`src/rtl/disp_share_arbiter_if.sv`:
```
// Display-share bus: client requests/digits in, owner grant and muxed digits out.
interface disp_share_arbiter_if #(
  parameter int unsigned NREQ = 4
);
  logic [NREQ-1:0]      req;
  logic [16*NREQ-1:0]   data;
  logic [4*NREQ-1:0]    dp;
  logic [NREQ-1:0]      grant;
  logic [3:0]           hex3;
  logic [3:0]           hex2;
  logic [3:0]           hex1;
  logic [3:0]           hex0;
  logic [3:0]           dp_out;
  logic                 busy;

  // Requesting side: drives requests and digits, observes the display outputs.
  modport master (
    output req, data, dp,
    input  grant, hex3, hex2, hex1, hex0, dp_out, busy
  );

  // Arbiter side.
  modport slave (
    input  req, data, dp,
    output grant, hex3, hex2, hex1, hex0, dp_out, busy
  );
endinterface

```
`src/rtl/disp_share_arbiter.sv`:
```
// Round-robin time-sharing of one 4-digit seven-segment display between NREQ
// clients. An owner keeps the display for at least SLOT_TICKS dwell ticks
// while others wait; a GAP_CYCLES blank separates consecutive owners.
// Optional build macro DISP_ARB_PREEMPT_EN: requester 0 becomes high priority
// (preempts other owners immediately and wins arbitration outright).
module disp_share_arbiter #(
  parameter int unsigned NREQ       = 4,
  parameter int unsigned TICK_DIV   = 12_500_000,
  parameter int unsigned SLOT_TICKS = 8,
  parameter int unsigned GAP_CYCLES = 2,
  parameter logic [15:0] IDLE_HEX   = 16'h0000
) (
  input  logic                 clk,
  input  logic                 reset,
  disp_share_arbiter_if.slave  bus
);

  localparam int unsigned PTR_W = (NREQ > 1) ? $clog2(NREQ) : 1;
  localparam int unsigned PRE_W = (TICK_DIV > 1) ? $clog2(TICK_DIV) : 1;
  localparam int unsigned DW_W  = $clog2(SLOT_TICKS + 1);
  localparam int unsigned GP_W  = (GAP_CYCLES > 1) ? $clog2(GAP_CYCLES) : 1;

  typedef enum logic [1:0] {
    S_IDLE,
    S_SHOW,
    S_GAP
  } state_t;

  state_t            r_state;
  logic [NREQ-1:0]   r_grant;
  logic [PTR_W-1:0]  r_ptr;
  logic [PRE_W-1:0]  r_presc;
  logic [DW_W-1:0]   r_dwell;
  logic [GP_W-1:0]   r_gap;

  state_t            w_state_nx;
  logic [NREQ-1:0]   w_grant_nx;
  logic [PTR_W-1:0]  w_ptr_nx;
  logic [PRE_W-1:0]  w_presc_nx;
  logic [DW_W-1:0]   w_dwell_nx;
  logic [GP_W-1:0]   w_gap_nx;

  logic              w_found;
  logic [PTR_W-1:0]  w_pick;
  logic [PTR_W-1:0]  w_sel;
  logic              w_tick;
  logic              w_slot_done;
  logic              w_owner_req;
  logic              w_others;
  logic              w_leave;
  logic [15:0]       w_hex;
  logic [3:0]        w_dp;

  // Index of the requester `off` positions after `base`, modulo NREQ.
  function automatic logic [PTR_W-1:0] rr_idx(input logic [PTR_W-1:0] base,
                                               input int unsigned off);
    int unsigned s;
    s = (32'(base) + off) % NREQ;
    return PTR_W'(s);
  endfunction

  // Round-robin search starting just after the last owner.
  always_comb begin
    w_found = 1'b0;
    w_pick  = '0;
    for (int unsigned i = 1; i <= NREQ; i++) begin
      if (!w_found && bus.req[rr_idx(r_ptr, i)]) begin
        w_found = 1'b1;
        w_pick  = rr_idx(r_ptr, i);
      end
    end
  end

  assign w_tick      = (r_presc == PRE_W'(TICK_DIV - 1));
  assign w_slot_done = (r_dwell == DW_W'(SLOT_TICKS));
  assign w_owner_req = |(bus.req & r_grant);
  assign w_others    = |(bus.req & ~r_grant);

  // Decide whether the current owner must release the display this cycle.
  always_comb begin
    w_leave = 1'b0;
    if (!w_owner_req) begin
      w_leave = 1'b1;
    end
`ifdef DISP_ARB_PREEMPT_EN
    else if (!r_grant[0] && bus.req[0]) begin
      w_leave = 1'b1;
    end else if (!r_grant[0] && w_slot_done && w_others) begin
      w_leave = 1'b1;
    end
`else
    else if (w_slot_done && w_others) begin
      w_leave = 1'b1;
    end
`endif
  end

  // Next-state and next-register logic for the IDLE/SHOW/GAP controller.
  always_comb begin
    w_state_nx = r_state;
    w_grant_nx = r_grant;
    w_ptr_nx   = r_ptr;
    w_presc_nx = r_presc;
    w_dwell_nx = r_dwell;
    w_gap_nx   = r_gap;
    w_sel      = w_pick;
`ifdef DISP_ARB_PREEMPT_EN
    if (bus.req[0]) w_sel = '0;
`endif
    case (r_state)
      S_IDLE: begin
        if (|bus.req) begin
          w_grant_nx        = '0;
          w_grant_nx[w_sel] = 1'b1;
          w_ptr_nx          = w_sel;
          w_presc_nx        = '0;
          w_dwell_nx        = '0;
          w_state_nx        = S_SHOW;
        end
      end
      S_SHOW: begin
        w_presc_nx = w_tick ? '0 : r_presc + 1'b1;
        if (w_tick && !w_slot_done) w_dwell_nx = r_dwell + 1'b1;
        if (w_leave) begin
          w_grant_nx = '0;
          w_gap_nx   = '0;
          w_state_nx = S_GAP;
        end
      end
      S_GAP: begin
        if (r_gap == GP_W'(GAP_CYCLES - 1)) w_state_nx = S_IDLE;
        else                                w_gap_nx   = r_gap + 1'b1;
      end
      default: begin
        w_grant_nx = '0;
        w_state_nx = S_IDLE;
      end
    endcase
  end

  // Controller registers with asynchronous reset.
  always_ff @(posedge clk or posedge reset) begin
    if (reset) begin
      r_state <= S_IDLE;
      r_grant <= '0;
      r_ptr   <= PTR_W'(NREQ - 1);
      r_presc <= '0;
      r_dwell <= '0;
      r_gap   <= '0;
    end else begin
      r_state <= w_state_nx;
      r_grant <= w_grant_nx;
      r_ptr   <= w_ptr_nx;
      r_presc <= w_presc_nx;
      r_dwell <= w_dwell_nx;
      r_gap   <= w_gap_nx;
    end
  end

  // Zero-latency output mux from the registered one-hot grant.
  always_comb begin
    w_hex = IDLE_HEX;
    w_dp  = 4'b1111;
    for (int unsigned k = 0; k < NREQ; k++) begin
      if (r_grant[k]) begin
        w_hex = bus.data[16*k +: 16];
        w_dp  = bus.dp[4*k +: 4];
      end
    end
  end

  assign bus.grant  = r_grant;
  assign bus.hex3   = w_hex[15:12];
  assign bus.hex2   = w_hex[11:8];
  assign bus.hex1   = w_hex[7:4];
  assign bus.hex0   = w_hex[3:0];
  assign bus.dp_out = w_dp;
  assign bus.busy   = (r_state == S_SHOW);

endmodule

```
`src/flat_wrapper.sv`:
```
// flat-port wrapper written by rule: the top's interface ports become plain ports
module disp_share_arbiter_flat 
#(
  parameter int unsigned NREQ       = 4,
  parameter int unsigned TICK_DIV   = 12_500_000,
  parameter int unsigned SLOT_TICKS = 8,
  parameter int unsigned GAP_CYCLES = 2,
  parameter logic [15:0] IDLE_HEX   = 16'h0000
)
  (clk, reset, bus_req, bus_data, bus_dp, bus_grant, bus_hex3, bus_hex2, bus_hex1, bus_hex0, bus_dp_out, bus_busy);
  disp_share_arbiter_if #(.NREQ(NREQ)) bus_i ();
  input  logic clk;
  input  logic reset;
  input wire logic [$bits(bus_i.req)-1:0] bus_req;
  input wire logic [$bits(bus_i.data)-1:0] bus_data;
  input wire logic [$bits(bus_i.dp)-1:0] bus_dp;
  output wire logic [$bits(bus_i.grant)-1:0] bus_grant;
  output wire logic [$bits(bus_i.hex3)-1:0] bus_hex3;
  output wire logic [$bits(bus_i.hex2)-1:0] bus_hex2;
  output wire logic [$bits(bus_i.hex1)-1:0] bus_hex1;
  output wire logic [$bits(bus_i.hex0)-1:0] bus_hex0;
  output wire logic [$bits(bus_i.dp_out)-1:0] bus_dp_out;
  output wire logic [$bits(bus_i.busy)-1:0] bus_busy;
  assign bus_i.req = bus_req;
  assign bus_i.data = bus_data;
  assign bus_i.dp = bus_dp;
  assign bus_grant = bus_i.grant;
  assign bus_hex3 = bus_i.hex3;
  assign bus_hex2 = bus_i.hex2;
  assign bus_hex1 = bus_i.hex1;
  assign bus_hex0 = bus_i.hex0;
  assign bus_dp_out = bus_i.dp_out;
  assign bus_busy = bus_i.busy;
  disp_share_arbiter #(.NREQ(NREQ), .TICK_DIV(TICK_DIV), .SLOT_TICKS(SLOT_TICKS), .GAP_CYCLES(GAP_CYCLES), .IDLE_HEX(IDLE_HEX)) u_core (.clk(clk), .reset(reset), .bus(bus_i));
endmodule
```
`config.mk`:
```
export PLATFORM = sky130hd
export DESIGN_NAME = disp_share_arbiter_flat
export DESIGN_NICKNAME = d
export VERILOG_FILES = /design/src/rtl/disp_share_arbiter_if.sv /design/src/rtl/disp_share_arbiter.sv /design/src/flat_wrapper.sv
export SDC_FILE = /design/constraint.sdc
export NUM_CORES = 1
export LEC_CHECK = 0
export ABC_AREA = 1
export BUFFER_PORTS_ARGS = -buffer_cell sky130_fd_sc_hd__clkbuf_2
export CORE_ASPECT_RATIO = 2
export CORE_MARGIN = 8
export CORE_UTILIZATION = 35
export CTS_BUF_LIST = sky130_fd_sc_hd__clkbuf_8
export DETAILED_ROUTE_END_ITERATION = 6
export HOLD_SLACK_MARGIN = 0.15
export MAX_ROUTING_LAYER = met4
export PLACE_DENSITY = 0.71
export SETUP_SLACK_MARGIN = 0.2
export SLEW_MARGIN = 20
export SYNTH_ARGS = -nofsm -noshare
export SYNTH_HDL_FRONTEND = slang
export SYNTH_SLANG_ARGS = --single-unit
```
`constraint.sdc`:
```
create_clock -name clk -period 5.11 [get_ports clk]
set_input_delay 0.2555 -clock clk [delete_from_list [all_inputs] [get_ports clk]]
set_output_delay 0.2555 -clock clk [all_outputs]
set_load 0.05 [all_outputs]
```
==> run metrics, run 1 <==
reg2reg path depth 6; H-tree lvl count 2; worst path cell trace nor2_2 > a221oi_1 > o31ai_1 > clkbuf_2; CP Capture Type output pin; Hold Crit Start bus_req[1]; DR iter-0 viols 298; Setup crit start kind register; antenna fix cells 0; number of global-route vias before repair 3549; slew margin rel. 35.8%; final core utilization 44.5%; Routed Antenna Nets 0; crit share post-route 54.6%; complex-gate fraction of the synthesized area 19.2%; Simple-Gate Fraction of Synth Area 37.7%; global-route wire length before repair 16600 um; RSZ-0062 raised after global routing no; global route total overflow 0; root buf cell clkbuf_8; syn_nets 544; Critical Path Sink bus_hex3[1]; Synth cell types 36; sequential fraction of the synthesis area 30.8%; Yosys warning total 0; post-synthesis instance area 0.00301 mm2; vias per cell 5.57; Slowest cell on crit path nor2_2; largest family of logic cells by synthesized area simple AND/OR/NAND/NOR gates; Starting Density 35.3%; Slowest Stage Delay on Critical Path 690 ps; Leakage 0.00180 uW; WL final 11100 um; DIE AREA 0.0120 mm2; Least-Margin Pin Slew 961 ps; share of layout cells above drive strength 1 24.8%; Hold Fails Final Rpt 0; Post-Route Skew 6.58 ps; DRC viols 0; min Tclk post-route 2790 ps; final setup fails 0; Worst Setup SP u_core.bus.grant[1]; Max Slew Vio Count 0; Post-Synthesis Cells 455; RD Place Congestion 0.979; GRT Util Overall 17.9%; status finished clean; clock tree buffer depth 2; peak supply drop 0.156 mV; Max-Cap Viols 0; clk sinks 37; Final #Nets 649; Finished Cell Area 0.00379 mm2; Power Density 466 mW/mm2; routed vias 3679; hold path depth 5; post-synthesis mux area share 0%; cts repair resizes 0; Reg clk slew, reported paths 80 ps; number of port buffers 110; Data required, critical path 4850 ps; area added between synthesis and finish 25.8%; DR pass1 iterations 4; xor-xnor portion of the synthesized cell area 2.91%; Post-DP HPWL 8880 um; FILL cells 871; Final Power 1770 uW; largest net degree at the start of global routing 41; FP Rows 48; Critical R2R Launch u_core.r_state[1]; Ports 111; TNS Setup 0 ps; WS Path Type reg -> out; syn_area_per_cell 6.62 um2; Fmax achieved 358 MHz; critical path fanouts, max 22; Adder-Cell Fraction of Synth Area 1.25%; Avg WL per Cell 16.8 um; Seq cells post-synth 37; total CTS buffers 5; antenna violations before repair 0; CTS tree built; core area 0.00853 mm2; Worst-Skew Late Latency 290 ps; reg-to-reg endpoint u_core.r_dwell[3]; worst path arrival time 2530 ps; Die Y 147 um; Hold WC Path Type in -> reg; Die Wd 81.6 um; r2r setup slk 2620 ps; Post-Place Cell Area 0.00364 mm2
-- registers in the layout (all words and copies together) (netlist names) --
name              count
u_core.bus.grant      4
u_core.r_dwell        4
u_core.r_gap          1
u_core.r_presc       24
u_core.r_ptr          2
u_core.r_state        2
-- synthesized netlist by cell type --
library cell | n | area share [%]
nand2_1 | 124 | 15
nor2_1 | 54 | 6.7
inv_1 | 47 | 5.9
dfrtp_1 | 35 | 29
nand3_1 | 30 | 5.0
o21ai_0 | 25 | 4.2
nand4_1 | 22 | 4.6
a221oi_1 | 16 | 4.7
o31ai_1 | 16 | 4.0
a21oi_1 | 12 | 2.0
clkbuf_1 | 11 | 1.4
nor3_1 | 9 | 1.5
xor2_1 | 9 | 2.6
o22ai_1 | 8 | 1.7
o221ai_1 | 4 | 1.2
buf_2 | 3 | 0.50
ha_1 | 3 | 1.2
dfstp_2 | 2 | 1.7
inv_2 | 2 | 0.25
nand3_2 | 2 | 0.66
nor2_2 | 2 | 0.42
nor2_4 | 2 | 0.75
o21ai_1 | 2 | 0.33
o21bai_1 | 2 | 0.50
or2_2 | 2 | 0.42
a21boi_0 | 1 | 0.25
buf_1 | 1 | 0.12
nand2_2 | 1 | 0.21
nand2_4 | 1 | 0.37
nand3_4 | 1 | 0.58
nor3_2 | 1 | 0.33
nor3_4 | 1 | 0.54
nor4_1 | 1 | 0.21
o21a_1 | 1 | 0.25
o32ai_1 | 1 | 0.29
xnor2_1 | 1 | 0.29
-- how the worst min path moves through the flow --
stage	endpoint	slack, ps
4_1_cts	u_core.r_state[0]	460
3_5_place_dp	u_core.r_presc[0]	390
6_report	u_core.r_state[0]	460
2_1_floorplan	u_core.bus.grant[0]	430
5_1_grt	u_core.r_gap	500
3_3_place_gp	u_core.r_presc[12]	390
-- per-layer routing --
metal  share of wire [%]  track usage (%)  up-vias  wire length (um)
li1                    -                -     1773                 -
met1                  32             15.2     1676              3540
met2                  51             33.2      193              5660
met3                  12             3.92       37              1300
met4                 5.2             10.6        0               576
met5                   0                -        -                 0
-- layout by cell type (no fill, tap or decap), drive strengths merged --
master | netlist | layout
dlygate4sd3 | 0 | 1
or2 | 2 | 2
buf | 4 | 2
inv | 49 | 49
o221ai | 4 | 4
a221oi | 16 | 16
nand3 | 33 | 33
o32ai | 1 | 1
ha | 3 | 3
bufinv | 0 | 2
clkinv | 0 | 1
nand2 | 126 | 126
a21boi | 1 | 1
o21ai | 27 | 27
o22ai | 8 | 8
dfrtp | 35 | 35
nor2 | 58 | 58
clkbuf | 11 | 115
a21oi | 12 | 12
xnor2 | 1 | 1
o21bai | 2 | 2
o21a | 1 | 1
o31ai | 16 | 16
nand4 | 22 | 22
nor4 | 1 | 1
dfstp | 2 | 2
xor2 | 9 | 9
nor3 | 11 | 11
-- timing repair --
action | 4_1_cts | 5_1_grt
buffers inserted | 0 | 0
hold buffers | 1 | 0
endpoints found under the hold margin | 35 | 0
-- through the flow --
step                std cells  setup slack (ps)  hold slack (ps)
floorplan                 455              2270              434
global placement          652              2430              387
detailed placement        652              2350              392
CTS                       661              2020              462
global route              661              2210              504
finish                    661              2320              460
-- power by group --
part / switching, uW / internal, uW / total, uW
clock network: 109 / 194 / 303
logic: 766 / 269 / 1030
registers: 83.5 / 346 / 429
-- final cells by class --
type / instances / area, um2 / area share (%)
clock inverter: 3 / 65.1 / 1.72
tap: 100 / 125 / 3.30
sequential: 37 / 930 / 24.5
inverter: 49 / 184 / 4.85
clock buffer: 5 / 68.8 / 1.82
timing repair buffer: 113 / 576 / 15.2
multi-input combinational: 354 / 1840 / 48.6
-- cell families after synthesis --
logic type / after synthesis
and+or+nand+nor: 253
AOI/OAI and AO/OA: 88
buffers and inverters: 64
DFF: 37
xor gates and xnor gates: 10
adders and majority gates: 3
-- worst max-delay path, delay by kind of cell (launching register included) --
family	cells	cell delay, ps
DFF	1	660
buffers and inverters	1	350
AOI/OAI and AO/OA	2	550
and+or+nand+nor	1	690
No activity file was read; power rests on OpenSTA's default activity.
==> run 2: changes to the inputs <==
- ABC_AREA: 1 -> 0
- PLACE_DENSITY: 0.71 -> 0.72
- clock period: 5.11 -> 2.69 ns (I/O delays scaled with it)
==> run metrics, run 2 <==
CP Capture Type output pin; GRT Util Overall 14.0% (-3.9 points); Post-Synthesis Cells 356 (-22%); Power Density 900 mW/mm2 (+93%); post-synthesis mux area share 3.51% (+3.5 points); clock tree buffer depth 2 (unchanged); FP Rows 46 (-4.2%); core area 0.00777 mm2 (-8.9%); Max-Cap Viols 0 (unchanged); r2r setup slk 690 ps (-1930 ps); Flop pwr share 24.8% (+0.5 points); min Tclk post-route 2050 ps; internal power 1490 uW (+85%); DIE AREA 0.0111 mm2 (-7.5%); Slowest Stage Delay on Critical Path 520 ps (-170 ps); largest net degree at the start of global routing 44 (+7.3%); Yosys warning total 0 (unchanged); xor-xnor portion of the synthesized cell area 0.956% (-2.0 points); Ports 111 (unchanged); Seq cells post-synth 37 (unchanged); Hold EP u_core.r_ptr[1]; ys async rst share 100% (unchanged); Simple-Gate Fraction of Synth Area 26.7% (-11 points); number of global-route vias before repair 2551 (-28%); Most flops, register u_core.r_presc; Synth Flop Type dfrtp_1; Post-Route Skew 9.70 ps (+3.11 ps); antenna violations before repair 0 (unchanged); crit share post-route 76.2%; worst path cell trace inv_1 > nand2_1 > o22ai_1 > o21ai_0 > mux2_2 > clkbuf_2; Post-DP HPWL 6200 um (-30%); Starting Density 35.4% (about the same); largest family of logic cells by synthesized area compound AO/OA/AOI/OAI gates; Final Hold Slack 328 ps (-132 ps); antenna fix cells 0 (unchanged); Die Wd 78.7 um (-3.6%); slew margin rel. 68.9% (+33 points); Post-synth EDFFs 0 (unchanged); CTS tree built; Setup crit start kind register; global route total overflow 0 (unchanged); Hold WC Path Type in -> reg; Final #Nets 546 (-16%); Synth cell types 51 (+42%); vias per cell 5.36 (-3.6%); reg-to-reg endpoint u_core.r_presc[23]; DRC viols 0 (unchanged); worst path arrival time 1910 ps (-620 ps); post-synthesis instance area 0.00275 mm2 (-8.8%); area added between synthesis and finish 27.0%; Hold Fails Final Rpt 0 (unchanged); Die Y 141 um (-4.0%); root buf cell clkbuf_8; routed vias 2972 (-19%); status finished clean; DR pass1 iterations 4 (unchanged); RD Place Congestion 0.864 (-12%); Leakage 0.00163 uW (-9.5%); WL final 8000 um (-28%); clk sinks 37 (unchanged); part of the power in combinational logic 59.4% (+0.8 points); fin cells 554 (-16%); Worst-Skew Late Latency 290 ps (about the same); final setup fails 0 (unchanged); Adder-Cell Fraction of Synth Area 1.37% (+0.12 points); area fraction of the dominant cell type after synthesis 31.9% (+2.8 points); peak supply drop 0.639 mV (+310%); Max Slew Vio Count 0 (unchanged); area leader, netlist dfrtp_1; Slowest cell on crit path dfrtp_1; Reg clk slew, reported paths 70 ps (about the same); most frequent cells in the layout 110 x clkbuf_2, 53 x nand2_1, 35 x dfrtp_1; share of layout cells above drive strength 1 30.3% (+5.6 points); Fmax achieved 488 MHz; Finished Cell Area 0.00349 mm2 (-8.0%); sequential fraction of the synthesis area 33.8% (+3.0 points); total CTS buffers 5 (unchanged); critical path fanouts, max 9 (-59%); DP Cell Count 545 (-16%); syn_nets 445 (-18%); most common cell in the netlist nand2_1; number of flip-flops in the largest register 24 (unchanged); cts repair resizes 0 (unchanged); global-route wire length before repair 12800 um (-23%); H-tree lvl count 2 (unchanged); Avg WL per Cell 14.4 um (-14%); hold path depth 5 (unchanged); final core utilization 44.9% (+0.46 points); Post-CTS Setup Inserts 0 (unchanged); Critical R2R Launch u_core.r_presc[6]; switching part of the total power 52.5% (-1.8 points); Commonest cells post-synth 53 x nand2_1, 35 x dfrtp_1, 34 x a21oi_1; reg2reg path depth 6 (unchanged); Least-Margin Pin Slew 466 ps (-495 ps); number of port buffers 110 (unchanged); Data required, critical path 2560 ps (-2290 ps); TNS Setup 0 ps (unchanged); Synth area leaders dfrtp_1 32%, nand2_1 7.2%, a21oi_1 6.2%, o21ai_0 5.8%, a22oi_1 4.9%; commonest non-fill, non-tap cell in the layout clkbuf_2; Routed Antenna Nets 0 (unchanged); Clk network pwr share 15.7% (-1.4 points); Post-Place Cell Area 0.00336 mm2 (-7.7%); Hold Crit Start bus_req[2]; RSZ-0062 raised after global routing no; complex-gate fraction of the synthesized area 27.6% (+8.3 points); DR iter-0 viols 238 (-20%); sw power 1650 uW (+72%); syn_area_per_cell 7.72 um2 (+17%); WS Path Type reg -> out
-- run 2: cell types whose count changed after synthesis, moves of 8 or more --
cell      change
nand2_1      -71
o31ai_1      -15
nor2_1       -31
nand3_1      -14
a221oi_1     -16
a21oi_1      +22
inv_1        -35
nand4_1      -11
xor2_1        -8
a22oi_1      +18
a31oi_1      +15
-- run 2: per-layer routing --
layer	routed length [um]	part of all wire, %	GRT usage [%]
met1	3610	45	19.4
met4	52	0.65	2.26
met5	0	0	-
met3	346	4.3	2.15
met2	3990	50	21.1
-- run 2: power by group through the flow --
stage | Combinational (uW) | Sequential (uW) | Clock (uW)
2_1_floorplan | 1440 | 795 | 0
6_report | 1870 | 779 | 494
3_5_place_dp | 1870 | 785 | 0
5_1_grt | 2030 | 799 | 531
4_1_cts | 1870 | 775 | 504
3_3_place_gp | 1850 | 784 | 0
-- run 2: area by class of cell --
cell class	count	area, um2
Fill cell	815	4280
Multi-Input combinational cell	281	1650
Sequential cell	37	928
Timing Repair Buffer	120	628
Tap cell	96	120
Clock buffer	6	82.6
Inverter	12	45.0
Clock inverter	2	33.8
-- run 2: how the worst max path moves through the flow --
stage,from,to,slack [ps],cells after the start
final,u_core.bus.grant[1],bus_dp_out[1],640,6
after CTS,u_core.bus.grant[1],bus_dp_out[1],640,6
after global placement,u_core.r_presc[14],u_core.r_presc[23],740,6
after detailed placement,u_core.r_presc[14],u_core.r_presc[23],700,6
after global routing,u_core.bus.grant[1],bus_dp_out[1],500,6
after floorplan,u_core.bus.grant[0],bus_hex1[1],250,7
-- run 2: timing repair --
item	CTS	global route
hold endpoints to repair	35	0
setup endpoints to repair	0	0
hold buffers	1	0
-- run 2: critical path: cells and delay by family, from the launching register on --
kind | cells | cell delay [ps]
compound gates | 2 | 280
simple gates | 1 | 180
buf+inv | 2 | 460
flops | 1 | 520
mux | 1 | 180
-- run 2: through the flow --
step           setup slack, ps  power (uW)
6_report                   641        3140
5_1_grt                    501        3360
4_1_cts                    638        3150
3_5_place_dp               696        2650
3_3_place_gp               737        2630
2_1_floorplan              249        2230
-- run 2: kinds of logic (layout without fill, tap and decap cells) --
group,count (synthesis),in the layout
buffers and inverters,38,140
XOR/XNOR,3,3
adder cells (fa/ha/maj),3,3
multiplexers,9,9
AND/OR/NAND/NOR,143,143
AO/OA/AOI/OAI,123,123
flip-flops,37,37
